`src/rtl/mem_port_arbiter_pkg.sv`:
```
// mem_arb_pkg: types and helpers shared by the memory port arbiter.
//   state_t      arbiter FSM states
//   req_id_t     requester identity (instruction fetch or data access)
//   SZ_*         d_size encodings
//   align_mask() address bits that must be zero for an access of a given size
package mem_arb_pkg;

  typedef enum logic [1:0] {
    ST_IDLE,
    ST_RD,
    ST_WR,
    ST_RESP
  } state_t;

  typedef enum logic {
    REQ_IF,
    REQ_D
  } req_id_t;

  localparam logic [1:0] SZ_B = 2'd0;
  localparam logic [1:0] SZ_H = 2'd1;
  localparam logic [1:0] SZ_W = 2'd2;
  localparam logic [1:0] SZ_D = 2'd3;

  function automatic logic [2:0] align_mask(input logic [1:0] size);
    case (size)
      SZ_B:    return 3'b000;
      SZ_H:    return 3'b001;
      SZ_W:    return 3'b011;
      default: return 3'b111;
    endcase
  endfunction

endpackage

```
`src/rtl/mem_port_arbiter_if.sv`:
```
// mem_port_arbiter_if: requester and memory-side signals of the arbiter.
//   if_*   instruction fetch request/grant/response
//   d_*    data load/store request/grant/response
//   mem_*  doubleword memory port
//   busy   arbiter FSM not idle
// Modports: slave = arbiter view, master = requesters + memory view.
interface mem_port_arbiter_if;
  logic        if_req;
  logic [63:0] if_addr;
  logic        if_gnt;
  logic        if_done;
  logic [31:0] if_rdata;
  logic        if_err;

  logic        d_req;
  logic        d_we;
  logic [1:0]  d_size;
  logic [63:0] d_addr;
  logic [63:0] d_wdata;
  logic        d_gnt;
  logic        d_done;
  logic [63:0] d_rdata;
  logic        d_err;

  logic [63:0] mem_addr;
  logic [63:0] mem_wdata;
  logic        mem_wr;
  logic [63:0] mem_rdata;

  logic        busy;

  modport slave (
    input  if_req, if_addr, d_req, d_we, d_size, d_addr, d_wdata, mem_rdata,
    output if_gnt, if_done, if_rdata, if_err,
    output d_gnt, d_done, d_rdata, d_err,
    output mem_addr, mem_wdata, mem_wr, busy
  );

  modport master (
    output if_req, if_addr, d_req, d_we, d_size, d_addr, d_wdata, mem_rdata,
    input  if_gnt, if_done, if_rdata, if_err,
    input  d_gnt, d_done, d_rdata, d_err,
    input  mem_addr, mem_wdata, mem_wr, busy
  );
endinterface

```
`src/rtl/mem_port_arbiter_byte_lane_merge.sv`:
```
// byte_lane_merge: combinational byte-lane handling for sub-doubleword accesses.
//   size, offset  access size code and byte offset within the doubleword
//   dword         doubleword read from memory
//   wdata         right-aligned store data
//   load_data     field at offset, right-aligned, zero-extended
//   merged        dword with the store field replaced by wdata's low bytes
module byte_lane_merge
  import mem_arb_pkg::*;
(
  input  logic [1:0]  size,
  input  logic [2:0]  offset,
  input  logic [63:0] dword,
  input  logic [63:0] wdata,
  output logic [63:0] load_data,
  output logic [63:0] merged
);

  logic [5:0]  shamt;
  logic [63:0] field_mask;
  logic [63:0] lane_mask;

  always_comb begin
    shamt = {offset, 3'b000};
    case (size)
      SZ_B:    field_mask = 64'h0000_0000_0000_00FF;
      SZ_H:    field_mask = 64'h0000_0000_0000_FFFF;
      SZ_W:    field_mask = 64'h0000_0000_FFFF_FFFF;
      default: field_mask = '1;
    endcase
    lane_mask = field_mask << shamt;
    load_data = (dword >> shamt) & field_mask;
    merged    = (dword & ~lane_mask) | ((wdata << shamt) & lane_mask);
  end

endmodule

```
`src/rtl/mem_port_arbiter.sv`:
```
// mem_port_arbiter: shares one 64-bit data memory port between instruction
// fetch and data load/store. Grants in IDLE, waits MEM_LAT cycles on reads,
// does read-modify-write for B/H/W stores, and pulses done for one cycle.
// Misaligned requests skip the memory and complete with err set.
//   Clk, Reset  clock, synchronous active-high reset
//   bus         mem_port_arbiter_if slave modport (requesters + memory)
module mem_port_arbiter
  import mem_arb_pkg::*;
#(
  parameter int unsigned MEM_LAT = 1,
  parameter int unsigned RR_EN   = 1
) (
  input logic              Clk,
  input logic              Reset,
  mem_port_arbiter_if.slave bus
);

  state_t      state, state_nxt;
  req_id_t     owner, rr_last;
  logic        lat_we;
  logic [1:0]  lat_size;
  logic [2:0]  lat_off;
  logic [63:0] lat_wdata;
  logic [2:0]  lat_cnt;
  logic [63:0] mem_addr_q, mem_wdata_q, d_rdata_q;
  logic [31:0] if_rdata_q;
  logic        err_q;

  logic        gnt_if, gnt_d, gnt_any;
  logic [63:0] g_addr;
  logic [1:0]  g_size;
  logic        g_we, g_mis;
  logic [63:0] load_data, merged;

  byte_lane_merge u_lane (
    .size      (lat_size),
    .offset    (lat_off),
    .dword     (bus.mem_rdata),
    .wdata     (lat_wdata),
    .load_data (load_data),
    .merged    (merged)
  );

  // Arbitration and the view of the request being granted this cycle.
  // Fetches are checked with the word mask, which is exactly addr[1:0] == 0.
  always_comb begin
    gnt_if = 1'b0;
    gnt_d  = 1'b0;
    if (state == ST_IDLE && !Reset) begin
      if (bus.if_req && bus.d_req) begin
        if (RR_EN != 0 && rr_last == REQ_D) gnt_if = 1'b1;
        else                                 gnt_d  = 1'b1;
      end else if (bus.d_req) begin
        gnt_d = 1'b1;
      end else if (bus.if_req) begin
        gnt_if = 1'b1;
      end
    end
    gnt_any = gnt_if | gnt_d;
    g_addr  = gnt_d ? bus.d_addr : bus.if_addr;
    g_size  = gnt_d ? bus.d_size : SZ_W;
    g_we    = gnt_d & bus.d_we;
    g_mis   = |(g_addr[2:0] & align_mask(g_size));
  end

  always_comb begin
    state_nxt = state;
    case (state)
      ST_IDLE: begin
        if (gnt_any) begin
          if (g_mis)                        state_nxt = ST_RESP;
          else if (g_we && g_size == SZ_D)  state_nxt = ST_WR;
          else                              state_nxt = ST_RD;
        end
      end
      ST_RD:   if (lat_cnt == '0) state_nxt = lat_we ? ST_WR : ST_RESP;
      ST_WR:   state_nxt = ST_RESP;
      ST_RESP: state_nxt = ST_IDLE;
      default: state_nxt = ST_IDLE;
    endcase
  end

  always_ff @(posedge Clk) begin
    if (Reset) state <= ST_IDLE;
    else       state <= state_nxt;
  end

  always_ff @(posedge Clk) begin
    if (Reset) begin
      owner       <= REQ_IF;
      rr_last     <= REQ_IF;
      lat_we      <= 1'b0;
      lat_size    <= '0;
      lat_off     <= '0;
      lat_wdata   <= '0;
      lat_cnt     <= '0;
      mem_addr_q  <= '0;
      mem_wdata_q <= '0;
      d_rdata_q   <= '0;
      if_rdata_q  <= '0;
      err_q       <= 1'b0;
    end else begin
      case (state)
        ST_IDLE: begin
          if (gnt_any) begin
            owner     <= gnt_d ? REQ_D : REQ_IF;
            rr_last   <= gnt_d ? REQ_D : REQ_IF;
            lat_we    <= g_we;
            lat_size  <= g_size;
            lat_off   <= g_addr[2:0];
            lat_wdata <= bus.d_wdata;
            lat_cnt   <= 3'(MEM_LAT - 1);
            err_q     <= g_mis;
            if (g_mis) begin
              if (gnt_d) d_rdata_q  <= '0;
              else       if_rdata_q <= '0;
            end else begin
              mem_addr_q <= {g_addr[63:3], 3'b000};
              if (g_we && g_size == SZ_D) mem_wdata_q <= bus.d_wdata;
            end
          end
        end
        ST_RD: begin
          if (lat_cnt != '0) begin
            lat_cnt <= lat_cnt - 3'd1;
          end else if (lat_we) begin
            mem_wdata_q <= merged;
          end else if (owner == REQ_IF) begin
            if_rdata_q <= lat_off[2] ? bus.mem_rdata[63:32] : bus.mem_rdata[31:0];
          end else begin
            d_rdata_q <= load_data;
          end
        end
        default: ;
      endcase
    end
  end

  assign bus.if_gnt    = gnt_if;
  assign bus.d_gnt     = gnt_d;
  assign bus.if_done   = (state == ST_RESP) && !Reset && (owner == REQ_IF);
  assign bus.d_done    = (state == ST_RESP) && !Reset && (owner == REQ_D);
  assign bus.if_rdata  = if_rdata_q;
  assign bus.d_rdata   = d_rdata_q;
  assign bus.if_err    = err_q && (owner == REQ_IF);
  assign bus.d_err     = err_q && (owner == REQ_D);
  assign bus.mem_addr  = mem_addr_q;
  assign bus.mem_wdata = mem_wdata_q;
  assign bus.mem_wr    = (state == ST_WR) && !Reset;
  assign bus.busy      = (state != ST_IDLE);

endmodule

```
`src/flat_wrapper.sv`:
```
// flat-port wrapper written by rule: the top's interface ports become plain ports
module mem_port_arbiter_flat import mem_arb_pkg::*;
#(
  parameter int unsigned MEM_LAT = 1,
  parameter int unsigned RR_EN   = 1
)
  (Clk, Reset, bus_if_req, bus_if_addr, bus_d_req, bus_d_we, bus_d_size, bus_d_addr, bus_d_wdata, bus_mem_rdata, bus_if_gnt, bus_if_done, bus_if_rdata, bus_if_err, bus_d_gnt, bus_d_done, bus_d_rdata, bus_d_err, bus_mem_addr, bus_mem_wdata, bus_mem_wr, bus_busy);
  mem_port_arbiter_if bus_i ();
  input logic Clk;
  input logic Reset;
  input wire logic [$bits(bus_i.if_req)-1:0] bus_if_req;
  input wire logic [$bits(bus_i.if_addr)-1:0] bus_if_addr;
  input wire logic [$bits(bus_i.d_req)-1:0] bus_d_req;
  input wire logic [$bits(bus_i.d_we)-1:0] bus_d_we;
  input wire logic [$bits(bus_i.d_size)-1:0] bus_d_size;
  input wire logic [$bits(bus_i.d_addr)-1:0] bus_d_addr;
  input wire logic [$bits(bus_i.d_wdata)-1:0] bus_d_wdata;
  input wire logic [$bits(bus_i.mem_rdata)-1:0] bus_mem_rdata;
  output wire logic [$bits(bus_i.if_gnt)-1:0] bus_if_gnt;
  output wire logic [$bits(bus_i.if_done)-1:0] bus_if_done;
  output wire logic [$bits(bus_i.if_rdata)-1:0] bus_if_rdata;
  output wire logic [$bits(bus_i.if_err)-1:0] bus_if_err;
  output wire logic [$bits(bus_i.d_gnt)-1:0] bus_d_gnt;
  output wire logic [$bits(bus_i.d_done)-1:0] bus_d_done;
  output wire logic [$bits(bus_i.d_rdata)-1:0] bus_d_rdata;
  output wire logic [$bits(bus_i.d_err)-1:0] bus_d_err;
  output wire logic [$bits(bus_i.mem_addr)-1:0] bus_mem_addr;
  output wire logic [$bits(bus_i.mem_wdata)-1:0] bus_mem_wdata;
  output wire logic [$bits(bus_i.mem_wr)-1:0] bus_mem_wr;
  output wire logic [$bits(bus_i.busy)-1:0] bus_busy;
  assign bus_i.if_req = bus_if_req;
  assign bus_i.if_addr = bus_if_addr;
  assign bus_i.d_req = bus_d_req;
  assign bus_i.d_we = bus_d_we;
  assign bus_i.d_size = bus_d_size;
  assign bus_i.d_addr = bus_d_addr;
  assign bus_i.d_wdata = bus_d_wdata;
  assign bus_i.mem_rdata = bus_mem_rdata;
  assign bus_if_gnt = bus_i.if_gnt;
  assign bus_if_done = bus_i.if_done;
  assign bus_if_rdata = bus_i.if_rdata;
  assign bus_if_err = bus_i.if_err;
  assign bus_d_gnt = bus_i.d_gnt;
  assign bus_d_done = bus_i.d_done;
  assign bus_d_rdata = bus_i.d_rdata;
  assign bus_d_err = bus_i.d_err;
  assign bus_mem_addr = bus_i.mem_addr;
  assign bus_mem_wdata = bus_i.mem_wdata;
  assign bus_mem_wr = bus_i.mem_wr;
  assign bus_busy = bus_i.busy;
  mem_port_arbiter #(.MEM_LAT(MEM_LAT), .RR_EN(RR_EN)) u_core (.Clk(Clk), .Reset(Reset), .bus(bus_i));
endmodule
```
`config.mk`:
```
export PLATFORM = sky130hd
export DESIGN_NAME = mem_port_arbiter_flat
export DESIGN_NICKNAME = d
export VERILOG_FILES = /design/src/rtl/mem_port_arbiter_pkg.sv /design/src/rtl/mem_port_arbiter_if.sv /design/src/rtl/mem_port_arbiter_byte_lane_merge.sv /design/src/rtl/mem_port_arbiter.sv /design/src/flat_wrapper.sv
export SDC_FILE = /design/constraint.sdc
export NUM_CORES = 1
export LEC_CHECK = 0
export ABC_CLOCK_PERIOD_IN_PS = 2200
export CAP_MARGIN = 20
export CORE_MARGIN = 5
export CORE_UTILIZATION = 48
export DETAILED_ROUTE_END_ITERATION = 6
export GPL_TIMING_DRIVEN = 0
export PLACE_DENSITY_LB_ADDON = 0.05
export SYNTH_ARGS = -nofsm -noshare
export SYNTH_HDL_FRONTEND = slang
export SYNTH_SLANG_ARGS = --single-unit
```
`constraint.sdc`:
```
create_clock -name Clk -period 2.2 [get_ports Clk]
set_input_delay 0.44 -clock Clk [delete_from_list [all_inputs] [get_ports Clk]]
set_output_delay 0.44 -clock Clk [all_outputs]
set_load 0.01 [all_outputs]
```
---- Word-level counts from Yosys, hierarchy flattened ----
Index checks and enable logic that the tools add are counted.
operators by class
  add/subtract/negate cells ............... 1
  equality and inequality tests ........... 21
  shifts and indexed selects .............. 3
  mux-type cells .......................... 44
  bitwise operators ....................... 10
  reduce and logical (&&, ||, !) cells .... 25
operators by type and width
  kind                                                   count
  two-way mux 64 bit                                     12
  one-hot mux 64 bit (2 select lines)                    2
  two-way mux 32 bit                                     7
  bitwise AND 64 bit                                     3
  one-hot mux 64 bit (3 select lines)                    1
  << shifter 64 x 6 -> 64 bit                            2
  NOT 64 bit                                             1
  bitwise OR 64 bit                                      1
  one-hot mux 32 bit (2 select lines)                    1
  >> shifter 64 x 6 -> 64 bit                            1
  inequality test 2 x 1 -> 1 bit, second input constant  7
  AND reduction 7 bit                                    2
  inequality test 2 bit, second input constant           6
  two-way mux 1 bit                                      11
  == test 2 bit, second input constant                   5
  two-way mux 2 bit                                      5
  logical AND 1 bit                                      9
  one-hot mux 3 bit (3 select lines)                     1
  one-hot mux 2 bit (4 select lines)                     1
  == test 2 x 1 -> 1 bit, second input constant          3
  logical NOT 2 bit                                      3
  two-way mux 3 bit                                      2
  one-hot mux 3 bit (2 select lines)                     1
  AND reduction 3 bit                                    2
  other kinds (12)                                       15
storage, ports and cells
  bits in registers ....................... 298
  bits of input ports ..................... 263
  output and inout bits ................... 232
  word-level logic and storage cells ...... 116

---- Logic depth before layout (Yosys ltp) ----
  word-level depth ........................ 11
  depth in mapped cells ................... 10
  depth with buffers taken out ............ 8

---- Cells and area by module ----
Synthesis repeated with hierarchy kept, for this count alone.
second synthesis, totals
  cells, all modules ...................... 1,999
  area, all modules ....................... 17,599.4 sq um
modules (own cells, without submodules)
  module            times used  cells each  area each (sq um)  sequential area each (sq um)
  mem_port_arbiter  1           1,427       12,967.4           5,965.7
  byte_lane_merge   1           572         4,631.9            0.0

---- Least setup slack after synthesis ----
No wires, ideal clock.
  path kind ............................... flip-flop to flip-flop
  start ................................... register u_core.state[0]
  end ..................................... register u_core.mem_addr_q[10] (netlist: u_core.bus.mem_addr[10])
  library setup time ...................... 0.091 ns
  arrival time ............................ 1.943 ns
  required time ........................... 2.109 ns
  setup slack ............................. 0.166 ns
  stages on the path, launching flop included .. 10
  path buffers ............................ 2
  clock period less this slack ............ 2.034 ns
  path through ............................ dfxtp_1 > inv_1 > ha_1 > nor2b_2 > nand3_2 > mux2_2 > and2_1 > clkbuf_1 > buf_2 > a311oi_1
on the way
  cells in the longest elaborated chain, start to end .. 10
  elaborated cells on any way between the ends .. 15
  those cells by class .................... 2 x eq/ne; 5 x mux; 3 x bitwise; 5 x reduce/logical
ends and longest elaborated chain
  what                                   RTL line                                         text
  from (decl)                            mem_port_arbiter.sv:18                           state_t state, state_nxt;
  from (signal assigned)                 mem_port_arbiter.sv:85                           else state <= state_nxt;
  logical NOT 2 bit *                    mem_port_arbiter.sv:49, mem_port_arbiter.sv:103
  logical AND 1 bit                      mem_port_arbiter.sv:49                           if (state == ST_IDLE && !Reset) begin
  two-way mux 1 bit                      mem_port_arbiter.sv:49
  two-way mux 2 bit                      mem_port_arbiter.sv:61                           g_size = gnt_d ? bus.d_size : SZ_W;
  == test 2 bit (tied with other cells)  mem_port_arbiter_pkg.sv:26                       case (size)
  one-hot mux 3 bit (3 select lines)     mem_port_arbiter_pkg.sv:26
  bitwise AND 3 bit                      mem_port_arbiter.sv:63                           g_mis = |(g_addr[2:0] & align_mask(g_size));
  OR reduction 3 bit                     mem_port_arbiter.sv:63
  NOT 1 bit (no source line)             --
  AND reduction 3 bit (no source line)   --
  to (signal assigned)                   mem_port_arbiter.sv:118                          mem_addr_q <= {g_addr[63:3], 3'b000};
  to (decl)                              mem_port_arbiter.sv:25                           logic [63:0] mem_addr_q, mem_wdata_q, d_rdata_q;
Every way passes the cells marked *; elsewhere a longest branch is shown, timed or not.
A chain may end at the register's enable or synchronous reset.

---- Worst setup path in the final report ----
  start ................................... register u_core.state[1]
  end ..................................... register u_core.state[0]
on the way
  cells in the longest elaborated chain, start to end .. 11
  elaborated cells on any way between the ends .. 26
  those cells by class .................... 8 x eq/ne; 9 x mux; 3 x bitwise; 6 x reduce/logical
ends and longest elaborated chain
  what                                   RTL line                                        text
  logical NOT 2 bit                      mem_port_arbiter.sv:49, mem_port_arbiter.sv:68
  logical AND 1 bit                      mem_port_arbiter.sv:49
  two-way mux 1 bit                      mem_port_arbiter.sv:49
  two-way mux 2 bit                      mem_port_arbiter.sv:61
  == test 2 bit (tied with other cells)  mem_port_arbiter_pkg.sv:26
  one-hot mux 3 bit (3 select lines)     mem_port_arbiter_pkg.sv:26
  bitwise AND 3 bit                      mem_port_arbiter.sv:63
  OR reduction 3 bit                     mem_port_arbiter.sv:63
  two-way mux 2 bit                      mem_port_arbiter.sv:71                          if (g_mis) state_nxt = ST_RESP;
  two-way mux 2 bit                      mem_port_arbiter.sv:70                          if (gnt_any) begin
  one-hot mux 2 bit (4 select lines)     mem_port_arbiter.sv:68                          case (state)
Parallel ways exist; a longest one is shown, timed or not. The select of a mux whose other input is x is not followed.

==> key figures <==
Critical path
  – Crit path kind: register to register
  – Crit-path most repeated cell: inv_4
  – Crit-path max FO: 10
  – R2R setup slack: -200 ps
  – Worst r2r src: u_core.state[1]
  – Reg2reg end: u_core.state[0]
  – Stages on worst setup path: 10
  – Buf+Inv Stages, Crit Path: 4
  – Critical path's largest stage delay: 460 ps
  – Critical Path AT: 2850 ps
  – Worst R2R Path Depth: 10
  – CP endpoint kind: register
  – Required @ worst endpoint: 2650 ps
  – CP delay by family, top: simple AND/OR/NAND/NOR gates
  – Worst setup path start: u_core.state[1]
  – Worst Setup EP: u_core.state[0]
  – Startpoint Class: register
  – Crit-path cells: inv_4 > ha_4 > nor2b_4 > nand3_4 > inv_4 > buf_8 > buf_4 > nand4_1 > a31oi_1 > nor2_1
  – Slowest CP cell: a31oi_1

Finish
  – Area Growth Syn to Fin: 48.8%
  – Layout Nets: 2,849
  – Layout cells sized above 1: 18.5%
  – Fillers: 2,454

Synthesis
  – Xor/xnor share of the synthesized area: 0.0525%
  – Post-Synth Adder-Cell Area: 0.525%
  – Post-Syn Instances: 2,027
  – Async S/R FF share, synth: 0%
  – Leading area contributor after synthesis: dfxtp_1
  – Yosys warns: 0
  – #FFs+latches synth: 298
  – Most frequent cell after synthesis: nand2_1
  – Dominant cells by area after synthesis: dfxtp_1, mux2i_1, nand2_1
  – Mean Syn Cell Area: 8.23 sq um
  – Post-synthesis compound-gate area fraction: 24.1%
  – Prevailing post-synth register cell: dfxtp_1
  – Sequential-to-total area share from yosys stat: 35.8%
  – Yosys top cell area share: 35.8%
  – Post-synth top cells: nand2_1, dfxtp_1, a21oi_1
  – Post-synth EDFFs: 0
  – Mux cell area share after synthesis: 16.1%
  – Synth cell types: 74
  – Synthesized cell area: 0.0167 sq mm
  – Largest family of logic cells by synthesized area: compound AO/OA/AOI/OAI gates
  – Simple-Gate Fraction of Synth Area: 16.7%

Place
  – GP Congestion: 1.09
  – Post-DP HPWL: 71.9 mm
  – Dpl ws: -1800 ps
  – I/O Buffers: 491

STA
  – Final Skew: 14.5 ps
  – Final hold viol count: 0
  – Final Cycle Share: 109%
  – RSZ-0062 raised after global routing: true
  – Max Freq: 0.417 GHz
  – Fin. max-slew vios: 0
  – Max-slew headroom: 31.6%
  – Setup ws final: -200 ps
  – Setup-failing EPs final: 56
  – Worst-Margin Slew: 1030 ps
  – Min cycle time layout: 2400 ps

GRT
  – Vias in the first global route: 19,700
  – Initial antenna violation count: 7
  – Overflow after GRT: 0
  – Largest net degree at the start of global routing: 16
  – First-pass GRT wire length: 129 mm
  – Total global-route track usage: 44.2%

Detailed routing
  – Final WL: 93.9 mm
  – Vias: 20,500
  – Initial drt markers: 2,671
  – Routed WL per cell: 30.7 um
  – First-pass iteration count of the detailed router: 6
  – DRT antenna net count: 0
  – Vias per cell: 6.70
  – DRC: 0

Floorplan
  – Die ar.: 0.0386 sq mm
  – Core ar.: 0.0345 sq mm
  – Number of top-level pins: 495
  – Die height: 196 um
  – FP Rows: 68
  – Starting Density: 48.4%
  – Die X: 196 um

Power and ir drop
  – Switching pwr: 12.9 mW
  – Leakage: 8.84 nW
  – Power per cell area: 1160 mW/mm^2
  – Tot Pwr: 28.9 mW
  – Logic pwr share: 55.2%
  – Int Pwr: 16.0 mW
  – Switching part of the total power: 44.6%
  – Clk pwr share: 19.5%
  – IR drop worst, VDD: 0.000875 V
  – Sequential Power Share: 25.3%

Clocking
  – H-tree Lvls: 1
  – Clock Path Buffers: 3
  – # hold bufs at CTS: 0
  – Num CTS Buffers: 31
  – TritonCTS clock tree: done
  – Clock-pin transition on the worst setup and hold timing paths: 70 ps
  – Root Driver: clkbuf_16
  – Clk sinks: 298
  – Worst skew pair latency: 600 ps

Outcome
  – Failing checks: negative setup slack
  – Status: finished, violations left

Hold path
  – Hold WC Path Type: input pin to register

Job
  – Max-cap viol count: 0
-- worst min-delay path: cells and delay by family --
kind            cells  cell delay [ps]
buf+inv             1              390
compound gates      1               70
simple gates        1               50
-- cell usage in the layout (no fill, tap or decap), types with 45 or more instances in the layout --
cell type        Yosys  final
a21oi_1            190    185
clkbuf_2             0     45
nor2_1             122    116
dfxtp_1            298    296
nand2_1            377    373
buf_4               12     52
mux2_2              62     61
mux2i_1            158    119
o21ai_0             91     83
a311oi_1            88     75
clkdlybuf4s50_1      0    482
-- power groups by stage --
| stage | clock network [mW] | registers, mW | logic (mW) |
|---|---|---|---|
| floorplan | 0 | 7.31 | 7.38 |
| global placement | 0 | 7.23 | 12.9 |
| detailed placement | 0 | 7.25 | 13.2 |
| CTS | 5.56 | 7.17 | 14.1 |
| global route | 5.81 | 7.33 | 16.5 |
| finish | 5.64 | 7.30 | 16.0 |
-- how the worst min path moves through the flow --
stage                     slack [ps]                      end  cells after the start                  from
after floorplan                  430     u_core.lat_wdata[56]                      2  u_core.lat_wdata[56]
after global placement           440     u_core.lat_wdata[57]                      2  u_core.lat_wdata[57]
after detailed placement         450     u_core.lat_wdata[60]                      2  u_core.lat_wdata[60]
after CTS                        420  u_core.bus.mem_addr[20]                      3       bus_if_addr[20]
after global routing             430  u_core.bus.mem_addr[20]                      3       bus_if_addr[20]
final                            420  u_core.bus.mem_addr[22]                      3       bus_if_addr[22]
-- state kept, by name, summed over array words and instances (netlist names), 3 cells and up --
name and count:
u_core.bus.if_rdata 32, u_core.bus.d_rdata 64, u_core.bus.mem_addr 61, u_core.lat_cnt 3, u_core.lat_off 3, u_core.bus.mem_wdata 64
u_core.lat_wdata 64
-- cell type report --
class | count | area [sq um] | share of cell area [%]
Clock buffer | 46 | 932 | 3.75
Sequential cell | 298 | 5970 | 24.1
Tap cell | 455 | 569 | 2.29
Antenna cell | 5 | 12.5 | 0.0504
Clock inverter | 12 | 145 | 0.585
Buffer | 208 | 1440 | 5.80
Inverter | 32 | 135 | 0.544
Multi-Input combinational cell | 1488 | 10500 | 42.1
Timing Repair Buffer | 520 | 5160 | 20.8
-- per-stage QoR --
step	TNS, ps	instances	util [%]	hold slack, ps	instance area (sq um)
floorplan	0	2029	-	432	16700
global placement	-244390	2975	64.3	440	22200
detailed placement	-256770	2975	64.3	450	22200
CTS	-15.1	3045	69.6	422	24000
global route	-4270	3062	72.0	427	24800
finish	-1880	3064	72.0	422	24800
-- what timing repair did --
item,4_1_cts,5_1_grt
resized for setup,217,253
setup buffers,14,14
pin swaps,6,21
setup endpoints to repair,303,286
-- logic make-up (layout without fill, tap and decap cells) --
group	count (synthesis)	count (layout)
simple gates	649	649
flops	298	298
buf+inv	243	818
xor+xnor	1	1
compound gates	590	590
other cells	1	8
fa+ha+maj	7	7
mux	238	238
-- metal layers --
metal	wire, um	track usage (%)	vias up
met4	8000	26.8	4
met2	41900	71.7	1717
met3	11400	11.8	506
li1	-	-	8529
met1	32600	52.4	9776
met5	30	0	-
(Power assumes the default switching activity.)
